[config.mk]
export PLATFORM = sky130hd
export DESIGN_NAME = mode1_max_stream
export DESIGN_NICKNAME = d
export VERILOG_FILES = /design/src/rtl/mode1_max_stream.sv
export SDC_FILE = /design/constraint.sdc
export NUM_CORES = 1
export LEC_CHECK = 0
export ABC_AREA = 1
export CAP_MARGIN = 20
export CORE_MARGIN = 5
export CORE_UTILIZATION = 58
export DETAILED_ROUTE_END_ITERATION = 10
export PLACE_DENSITY = 0.95
export SLEW_MARGIN = 20
export SYNTH_ARGS = -nofsm -noshare
export SYNTH_HDL_FRONTEND = slang
export SYNTH_SLANG_ARGS = --single-unit
[constraint.sdc]
create_clock -name clk -period 9.45 [get_ports clk]
set_input_delay 0.945 -clock clk [delete_from_list [all_inputs] [get_ports clk]]
set_output_delay 0.945 -clock clk [all_outputs]
set_load 0.02 [all_outputs]
[src/rtl/mode1_max_stream.sv]
// ---------------------------------------------------------------------------
// mode1_max_stream
//
// Streaming max-reduction engine for softmax mode 1. A vector of IEEE-layout
// floating-point elements arrives two per beat over a valid/ready handshake.
// The block keeps a running maximum and presents the final value on a held
// valid/ready output. That value feeds the b operand of the mode-2 subtract
// stage.
//
// Ports
//   clk        : clock
//   reset      : synchronous active-high reset
//   start      : one-cycle pulse; latches num_pairs and begins a reduction
//                (ignored unless the block is idle)
//   num_pairs  : number of element pairs (beats) in the vector; 0 = empty
//   in_valid   : inp0/inp1 carry a valid pair
//   in_ready   : block accepts a pair this cycle (registered)
//   inp0       : element 2k
//   inp1       : element 2k+1
//   max_out    : reduction result, held while max_valid && !max_ready
//   max_valid  : max_out is final (registered)
//   max_ready  : consumer accepts max_out
//   busy       : high from the cycle after start until the result handshake
// ---------------------------------------------------------------------------
`ifndef EXPONENT
`define EXPONENT 5
`endif
`ifndef MANTISSA
`define MANTISSA 10
`endif
`ifndef DATAWIDTH
`define DATAWIDTH (1 + `EXPONENT + `MANTISSA)
`endif

module mode1_max_stream #(
  parameter int PAIR_CNT_W = 16
) (
  input  logic                  clk,
  input  logic                  reset,
  input  logic                  start,
  input  logic [PAIR_CNT_W-1:0] num_pairs,
  input  logic                  in_valid,
  output logic                  in_ready,
  input  logic [`DATAWIDTH-1:0] inp0,
  input  logic [`DATAWIDTH-1:0] inp1,
  output logic [`DATAWIDTH-1:0] max_out,
  output logic                  max_valid,
  input  logic                  max_ready,
  output logic                  busy
);

  localparam int W   = `DATAWIDTH;
  localparam int EXP = `EXPONENT;
  localparam int MAN = `MANTISSA;

  // -infinity: sign set, exponent all ones, mantissa zero. Every finite or
  // infinite non-NaN value compares >= this, so it is the neutral start value.
  localparam logic [W-1:0] NEG_INF = {1'b1, {EXP{1'b1}}, {MAN{1'b0}}};

  typedef enum logic [1:0] {
    IDLE  = 2'd0,
    ACCUM = 2'd1,
    DONE  = 2'd2
  } state_t;

  // Strict "a > b" in IEEE order for non-NaN operands. Signed zeros are
  // treated as equal; otherwise sign decides, then magnitude (inverted for
  // negatives). The magnitude field compares correctly as an unsigned integer
  // because exponent sits above mantissa.
  function automatic logic fp_gt(input logic [W-1:0] a, input logic [W-1:0] b);
    logic          a_zero;
    logic          b_zero;
    logic [W-2:0]  a_mag;
    logic [W-2:0]  b_mag;
    logic          gt;
    a_mag  = a[W-2:0];
    b_mag  = b[W-2:0];
    a_zero = (a_mag == '0);
    b_zero = (b_mag == '0);
    if (a_zero && b_zero) begin
      gt = 1'b0;
    end else if (!a[W-1] && b[W-1]) begin
      gt = 1'b1;
    end else if (a[W-1] && !b[W-1]) begin
      gt = 1'b0;
    end else if (!a[W-1]) begin
      gt = (a_mag > b_mag);
    end else begin
      gt = (a_mag < b_mag);
    end
    return gt;
  endfunction

  // State and registered outputs
  state_t                state_q,     state_d;
  logic [PAIR_CNT_W-1:0] remaining_q, remaining_d;
  logic [W-1:0]          run_max_q,   run_max_d;
  logic [W-1:0]          max_out_q,   max_out_d;
  logic                  in_ready_q,  in_ready_d;
  logic                  max_valid_q, max_valid_d;
  logic                  busy_q,      busy_d;

  // Datapath: pair reduction then running update. Ties keep the earlier
  // operand in both stages (inp0 within a pair, the old run_max across beats).
  logic [W-1:0] pair_max;
  logic [W-1:0] run_upd;
  logic         accept;

  always_comb begin
    pair_max = fp_gt(inp1, inp0) ? inp1 : inp0;
    run_upd  = fp_gt(pair_max, run_max_q) ? pair_max : run_max_q;
  end

  // in_ready_q is only ever high in ACCUM, so this also gates off in_valid
  // outside the accumulation phase.
  assign accept = in_valid && in_ready_q;

  always_comb begin
    state_d     = state_q;
    remaining_d = remaining_q;
    run_max_d   = run_max_q;
    max_out_d   = max_out_q;
    in_ready_d  = in_ready_q;
    max_valid_d = max_valid_q;
    busy_d      = busy_q;

    unique case (state_q)
      IDLE: begin
        in_ready_d  = 1'b0;
        max_valid_d = 1'b0;
        busy_d      = 1'b0;
        if (start) begin
          run_max_d = NEG_INF;
          busy_d    = 1'b1;
          if (num_pairs != '0) begin
            remaining_d = num_pairs;
            in_ready_d  = 1'b1;
            state_d     = ACCUM;
          end else begin
            // Empty vector: the result is -infinity, available next cycle.
            remaining_d = '0;
            max_out_d   = NEG_INF;
            max_valid_d = 1'b1;
            state_d     = DONE;
          end
        end
      end

      ACCUM: begin
        if (accept) begin
          run_max_d   = run_upd;
          remaining_d = remaining_q - 1'b1;
          if (remaining_q == PAIR_CNT_W'(1)) begin
            // Last beat: publish the updated maximum directly so max_valid
            // rises on the very next cycle.
            max_out_d   = run_upd;
            max_valid_d = 1'b1;
            in_ready_d  = 1'b0;
            state_d     = DONE;
          end
        end
      end

      DONE: begin
        // max_out_q is not touched here, so it holds while the consumer stalls.
        // start is deliberately not looked at in this state.
        if (max_ready) begin
          max_valid_d = 1'b0;
          busy_d      = 1'b0;
          state_d     = IDLE;
        end
      end

      default: begin
        state_d     = IDLE;
        in_ready_d  = 1'b0;
        max_valid_d = 1'b0;
        busy_d      = 1'b0;
      end
    endcase
  end

  always_ff @(posedge clk) begin
    if (reset) begin
      state_q     <= IDLE;
      remaining_q <= '0;
      run_max_q   <= '0;
      max_out_q   <= '0;
      in_ready_q  <= 1'b0;
      max_valid_q <= 1'b0;
      busy_q      <= 1'b0;
    end else begin
      state_q     <= state_d;
      remaining_q <= remaining_d;
      run_max_q   <= run_max_d;
      max_out_q   <= max_out_d;
      in_ready_q  <= in_ready_d;
      max_valid_q <= max_valid_d;
      busy_q      <= busy_d;
    end
  end

  assign in_ready  = in_ready_q;
  assign max_valid = max_valid_q;
  assign max_out   = max_out_q;
  assign busy      = busy_q;

endmodule

; ---- Yosys cells after proc, flatten, opt, wreduce, memory -nomap -nowiden
; Index checks and enable logic that the tools add are counted.
[word_totals]
reg_bits = 53
latch_bits = 0
mem_bits_rw = 0
mem_bits_ro = 0
input_bits = 53
output_inout_bits = 19
memories = 0
[classes]
n_addsub = 1
multipliers = 0
div_mod_pow = 0
order_cmp = 4
eq_ne = 8
shifts = 0
muxes = 41
bitwise_logic = 2
n_reduce_logical = 24
[op_table]
columns = op, count
row1 = 16-bit two-way mux, 11
row2 = 16-bit one-hot mux with 2 select lines, 3
row3 = 15-bit logical NOT, 4
row4 = 15-bit > comparator, 2
row5 = 15-bit < comparator, 2
row6 = 1-bit two-way mux, 18
row7 = "16-bit by 1-bit == test with 1-bit output, second input constant", 1
row8 = 16-bit nonzero test, 1
row9 = "16-bit by 1-bit subtractor with 16-bit output, second input constant", 1
row10 = 2-bit two-way mux, 5
row11 = "2-bit != test, second input constant", 5
row12 = 1-bit one-hot mux with 3 select lines, 3
row13 = 3-bit AND reduction, 3
row14 = 1-bit logical AND, 7
row15 = 2-bit one-hot mux with 3 select lines, 1
row16 = 5-bit AND reduction, 1
row17 = 1-bit logical NOT, 4
row18 = 4-bit AND reduction, 1
row19 = "2-bit by 1-bit == test with 1-bit output, second input constant", 1
row20 = "2-bit == test, second input constant", 1
row21 = 2-bit logical NOT, 1
row22 = 1-bit NOT, 2
row23 = 2-bit AND reduction, 1
row24 = 2-bit nonzero test, 1

; ---- Longest topological paths before layout
[depth]
ltp_word = 15
mapped_depth = 32
depth_no_buf = 30

; ---- Least setup slack after synthesis
; OpenSTA, ideal clock, no wires.
[synth_path]
path_kind = input to register
startpoint = input port inp0[14]
endpoint = register run_max_q[11]
arrival_ps = 4094
required_ps = 9394
setup_slack_ps = 5300
cell_stages = 29
n_path_buf = 2
path_cell_list = inv_1 -> ha_1 -> nand2_2 -> inv_1 -> nand2_1 -> nand2_1 -> a21oi_1 -> nand2_2 -> a21oi_4 -> nand2_4 -> buf_6 -> nand2_1 -> nand2_1 -> ha_1 -> nand2_1 -> o21ai_0 -> nand4_1 -> o211ai_1 -> nand2_1 -> nand2_1 -> o41ai_1 -> nand2_1 -> nand3_1 -> nand2_1 -> clkbuf_1 -> nand3_1 -> nand4_1 -> nand2_1 -> inv_1
[synth_between]
elab_chain_cells = 14
[synth_lines]
columns = element, line
row1 = "start, declared", 44  ; input logic [`DATAWIDTH-1:0] inp0,
row2 = 15-bit > comparator or 15-bit < comparator (tied branches), "87, 89"
row3 = 1-bit two-way mux, 86  ; end else if (!a[W-1]) begin
row4 = 1-bit two-way mux, 84  ; end else if (a[W-1] && !b[W-1]) begin
row5 = 1-bit two-way mux, 82  ; end else if (!a[W-1] && b[W-1]) begin
row6 = 1-bit two-way mux, 80  ; if (a_zero && b_zero) begin
row7 = 16-bit two-way mux *, 110  ; pair_max = fp_gt(inp1, inp0) ? inp1 : inp0;
row8 = 15-bit > comparator or 15-bit < comparator (tied branches), "87, 89"
row9 = 1-bit two-way mux, 86
row10 = 1-bit two-way mux, 84
row11 = 1-bit two-way mux, 82
row12 = 1-bit two-way mux, 80
row13 = 16-bit two-way mux *, 111  ; run_upd = fp_gt(pair_max, run_max_q) ? pair_max : run_max_q;
row14 = 16-bit two-way mux *, 150  ; if (accept) begin
row15 = 16-bit one-hot mux with 2 select lines *, 127  ; unique case (state_q)
row16 = "end signal, assigned", 195  ; run_max_q <= run_max_d;
row17 = "end, declared", 97  ; logic [W-1:0] run_max_q, run_max_d;
; Every way passes the cells marked *; elsewhere a longest branch is shown, timed or not. The select of a mux whose other input is x is not followed.
; A chain may end at the register's enable or synchronous reset.

; ---- Worst setup path after layout
[layout_path]
startpoint = input port inp0[14]
endpoint = register max_out_q[6], in the netlist max_out[6]
[layout_between]
elab_chain_cells = 15
[layout_lines]
columns = element, line
row1 = 15-bit > comparator or 15-bit < comparator (tied branches), "87, 89"
row2 = 1-bit two-way mux, 86
row3 = 1-bit two-way mux, 84
row4 = 1-bit two-way mux, 82
row5 = 1-bit two-way mux, 80
row6 = 16-bit two-way mux *, 110
row7 = 15-bit > comparator or 15-bit < comparator (tied branches), "87, 89"
row8 = 1-bit two-way mux, 86
row9 = 1-bit two-way mux, 84
row10 = 1-bit two-way mux, 82
row11 = 1-bit two-way mux, 80
row12 = 16-bit two-way mux *, 111
row13 = 16-bit two-way mux *, 153  ; if (remaining_q == PAIR_CNT_W'(1)) begin
row14 = 16-bit two-way mux *, 150
row15 = 16-bit one-hot mux with 2 select lines *, 127
row16 = "end signal, assigned", 196  ; max_out_q <= max_out_d;
row17 = "end, declared", 98  ; logic [W-1:0] max_out_q, max_out_d;
; Marks and branches as above.

==> load_flow_metrics.sql <==
INSERT INTO impl_metrics (metric_group, metric, value, unit) VALUES
('run_status', 'status', 'finished clean', ''),
('worst_setup_path', 'timing_worst_setup_path_type', 'input pin to register', ''),
('placed_design', 'port-buffer-count', '71', ''),
('clock_tree', 'htree_levels', '2', ''),
('logic_synthesis', 'post_synth_instance_area', '4020', 'um2'),
('placed_design', 'place_hpwl', '8300', 'um'),
('die', 'floorplan.die_area', '8700', 'um2'),
('sta', 'timing.final.crit_share', '0.559', ''),
('logic_synthesis', 'synth_edf_count', '0', ''),
('sta', 'finalHoldViolCount', '0', ''),
('logic_synthesis', 'net_count_of_the_mapped_netlist', '709', ''),
('die', 'dieWidth', '93.3', 'um'),
('clock_tree', 'clock_buffer_count_from_cts', '5', ''),
('logic_synthesis', 'fraction_of_the_yosys_area_taken_by_sequential_cells', '0.264', ''),
('logic_synthesis', 'yosys_warnings', '0', ''),
('grt', 'grt_first_pass_wirelength', '18200', 'um'),
('grt', 'grt_start_max_net_pins', '53', ''),
('min_path', 'hold_path_startpoint', 'busy', ''),
('clock_tree', 'clkSinkCount', '53', ''),
('worst_setup_path', 'cp_data_required_time', '9.68', 'ns'),
('logic_synthesis', 'synth.cells.most_frequent', '112 x nand2_1, 92 x inv_1, 69 x nor2_1', ''),
('job', 'drv.max_cap_violation_count', '0', ''),
('logic_synthesis', 'flop_and_latch_count_out_of_synthesis', '53', ''),
('clock_tree', 'clockBufferDepth', '2', ''),
('sta', 'setup_total_negative_slack', '0', 'ns'),
('clock_tree', 'hold_buf_cts', '0', ''),
('sta', 'maxSlewViolCount', '0', ''),
('sta', 'report.final.setup_viol', '0', ''),
('power_and_ir_drop', 'power.ir.vdd_worst', '0.0926', 'mV'),
('power_and_ir_drop', 'power_per_cell_area', '149', 'nW/um2'),
('route', 'drt-met1-wl', '4410', 'um'),
('route', 'drc', '0', ''),
('die', 'die_h', '93.3', 'um'),
('logic_synthesis', 'yosysUniqueCellTypes', '35', ''),
('sta', 'finClkSkew', '0.0110', 'ns'),
('route', 'routed-wl-met3', '548', 'um'),
('worst_setup_path', 'cp_arrival', '5.51', 'ns'),
('clock_tree', 'postCtsSetupBuffers', '0', ''),
('worst_setup_path', 'worstSetupStartpointType', 'input pin', ''),
('sta', 'timing.slew.headroom', '0.362', ''),
('worst_setup_path', 'timing.critical_path.fanout_max', '16', ''),
('route', 'ant_nets', '0', ''),
('power_and_ir_drop', 'static-leakage-power', '2.29', 'nW'),
('finish', 'drive_gt1_frac', '0.0691', ''),
('logic_synthesis', 'synthDominantAreaCellType', 'dfxtp_1', ''),
('logic_synthesis', 'postSynthCellCount', '624', ''),
('grt', 'grt_use_total', '0.252', ''),
('placed_design', 'dp.cells', '752', ''),
('sta', 'max_freq', '0.189', 'GHz'),
('die', 'ioPinCount', '72', ''),
('die', 'placementRows', '30', ''),
('power_and_ir_drop', 'power', '717', 'uW'),
('route', 'detailedRoute.firstPassIterationCount', '5', ''),
('sta', 'rsz0062_at_grt', 'false', ''),
('finish', 'area_growth_syn_to_layout', '20.0', '%'),
('logic_synthesis', 'synthesis.area_per_instance', '6.44', 'um2'),
('die', 'initial_core_util', '0.595', ''),
('min_path', 'worst_hold_path_type', 'register to register', ''),
('grt', 'via_count_of_the_first_global_routing_pass', '4184', ''),
('sta', 'tightestPinTransition', '0.955', 'ns'),
('logic_synthesis', 'post-synth-top-count-cell', 'nand2_1', ''),
('clock_tree', 'postCtsResizedCells', '0', ''),
('sta', 'min_period', '5.28', 'ns'),
('grt', 'antenna_found_initial', '0', ''),
('route', 'dr.first_iter.drc_count', '280', ''),
('route', 'detail_route.vias_per_cell', '5.71', ''),
('finish', 'diodes', '0', ''),
('finish', 'final_net_count', '764', ''),
('logic_synthesis', 'synth_async_sr_flop_share', '0', ''),
('die', 'coreArea', '6760', 'um2'),
('logic_synthesis', 'yosys.area.top_type_share', '0.264', '');
## worst max-delay path, stage by stage
cell and delay, ns:
clkdlybuf4s50_1 0.52, inv_1 0.06, ha_1 0.32, nand2_2 0.09
inv_1 0.04, nand2_1 0.05, nand2_1 0.05, a21oi_1 0.19
nand2_2 0.12, a21oi_4 0.39, nand2_4 0.22, nand2_1 0.11
nand2_1 0.10, ha_1 0.31, nand2_1 0.05, o21ai_0 0.16
nand4_1 0.13, o211ai_1 0.10, nand2_1 0.07, nand2_1 0.08
o41ai_1 0.07, nand2_1 0.07, nand3_1 0.09, nand2_1 0.51
nand2_4 0.25, nand2_1 0.12, nand3_1 0.11, a21oi_1 0.18
## cell type report
| cell class | instances | area, um2 |
|---|---|---|
| clock buffer | 6 | 82.6 |
| timing repair buffer | 74 | 733 |
| clock inverter | 2 | 13.8 |
| inverter | 92 | 345 |
| multi-input combinational | 453 | 2490 |
| fill | 581 | 1930 |
| tap | 80 | 100 |
| sequential | 53 | 1060 |
## registers in the layout, indices dropped and copies added (netlist names)
register / cells
max_out: 16
remaining_q: 16
run_max_q: 16
state_q: 2
busy: 1
in_ready: 1
max_valid: 1
## cell families (layout without fill, tap and decap cells)
group / count (synthesis) / in the layout / share of synthesized area
xor+xnor: 8 / 8 / 0.0174
simple gates: 294 / 294 / 0.339
flops: 53 / 53 / 0.264
compound gates: 119 / 119 / 0.161
buf+inv: 118 / 174 / 0.118
fa+ha+maj: 32 / 32 / 0.0996
## metal layers
layer / vias up / global-route usage
li1: 2155 / -
met2: 157 / 0.459
met5: - / 0
met4: 0 / 0.0940
met3: 33 / 0.0515
met1: 1994 / 0.288
## cells in the final DEF, fill, tap and decap left out, types with 7 or more instances in the layout
cell	count
nor2_1	68
nand2_2	19
nor4_1	7
nand3_1	47
nand2_1	112
nand4_1	18
a21oi_1	46
o21ai_0	54
inv_1	92
ha_1	32
clkdlybuf4s50_1	71
dfxtp_1	53
## through the flow
stage               setup slack [ns]  hold slack (ns)
global route                    3.82            0.524
global placement                4.29            0.463
floorplan                       5.30            0.466
detailed placement              4.02            0.479
CTS                             4.27            0.493
finish                          4.17            0.485
## power breakdown
group          switching (mW)  leakage (nW)  total (mW)  internal, mW
logic                   0.189          1.80       0.310         0.121
clock network          0.0749        0.0512       0.134        0.0595
registers              0.0225         0.438       0.273         0.250
total                   0.286          2.29       0.717         0.431
## path summary, 6_finish.rpt
kind                              endpoint  slack (ns)  cells after the start
worst max-delay path            max_out[6]        4.17                     28
worst min-delay path                  busy        0.48                      2
worst max register to register  max_out[6]        6.62                     16
worst min register to register        busy        0.48                      2
Note: power is estimated with default switching activity, not from simulation.
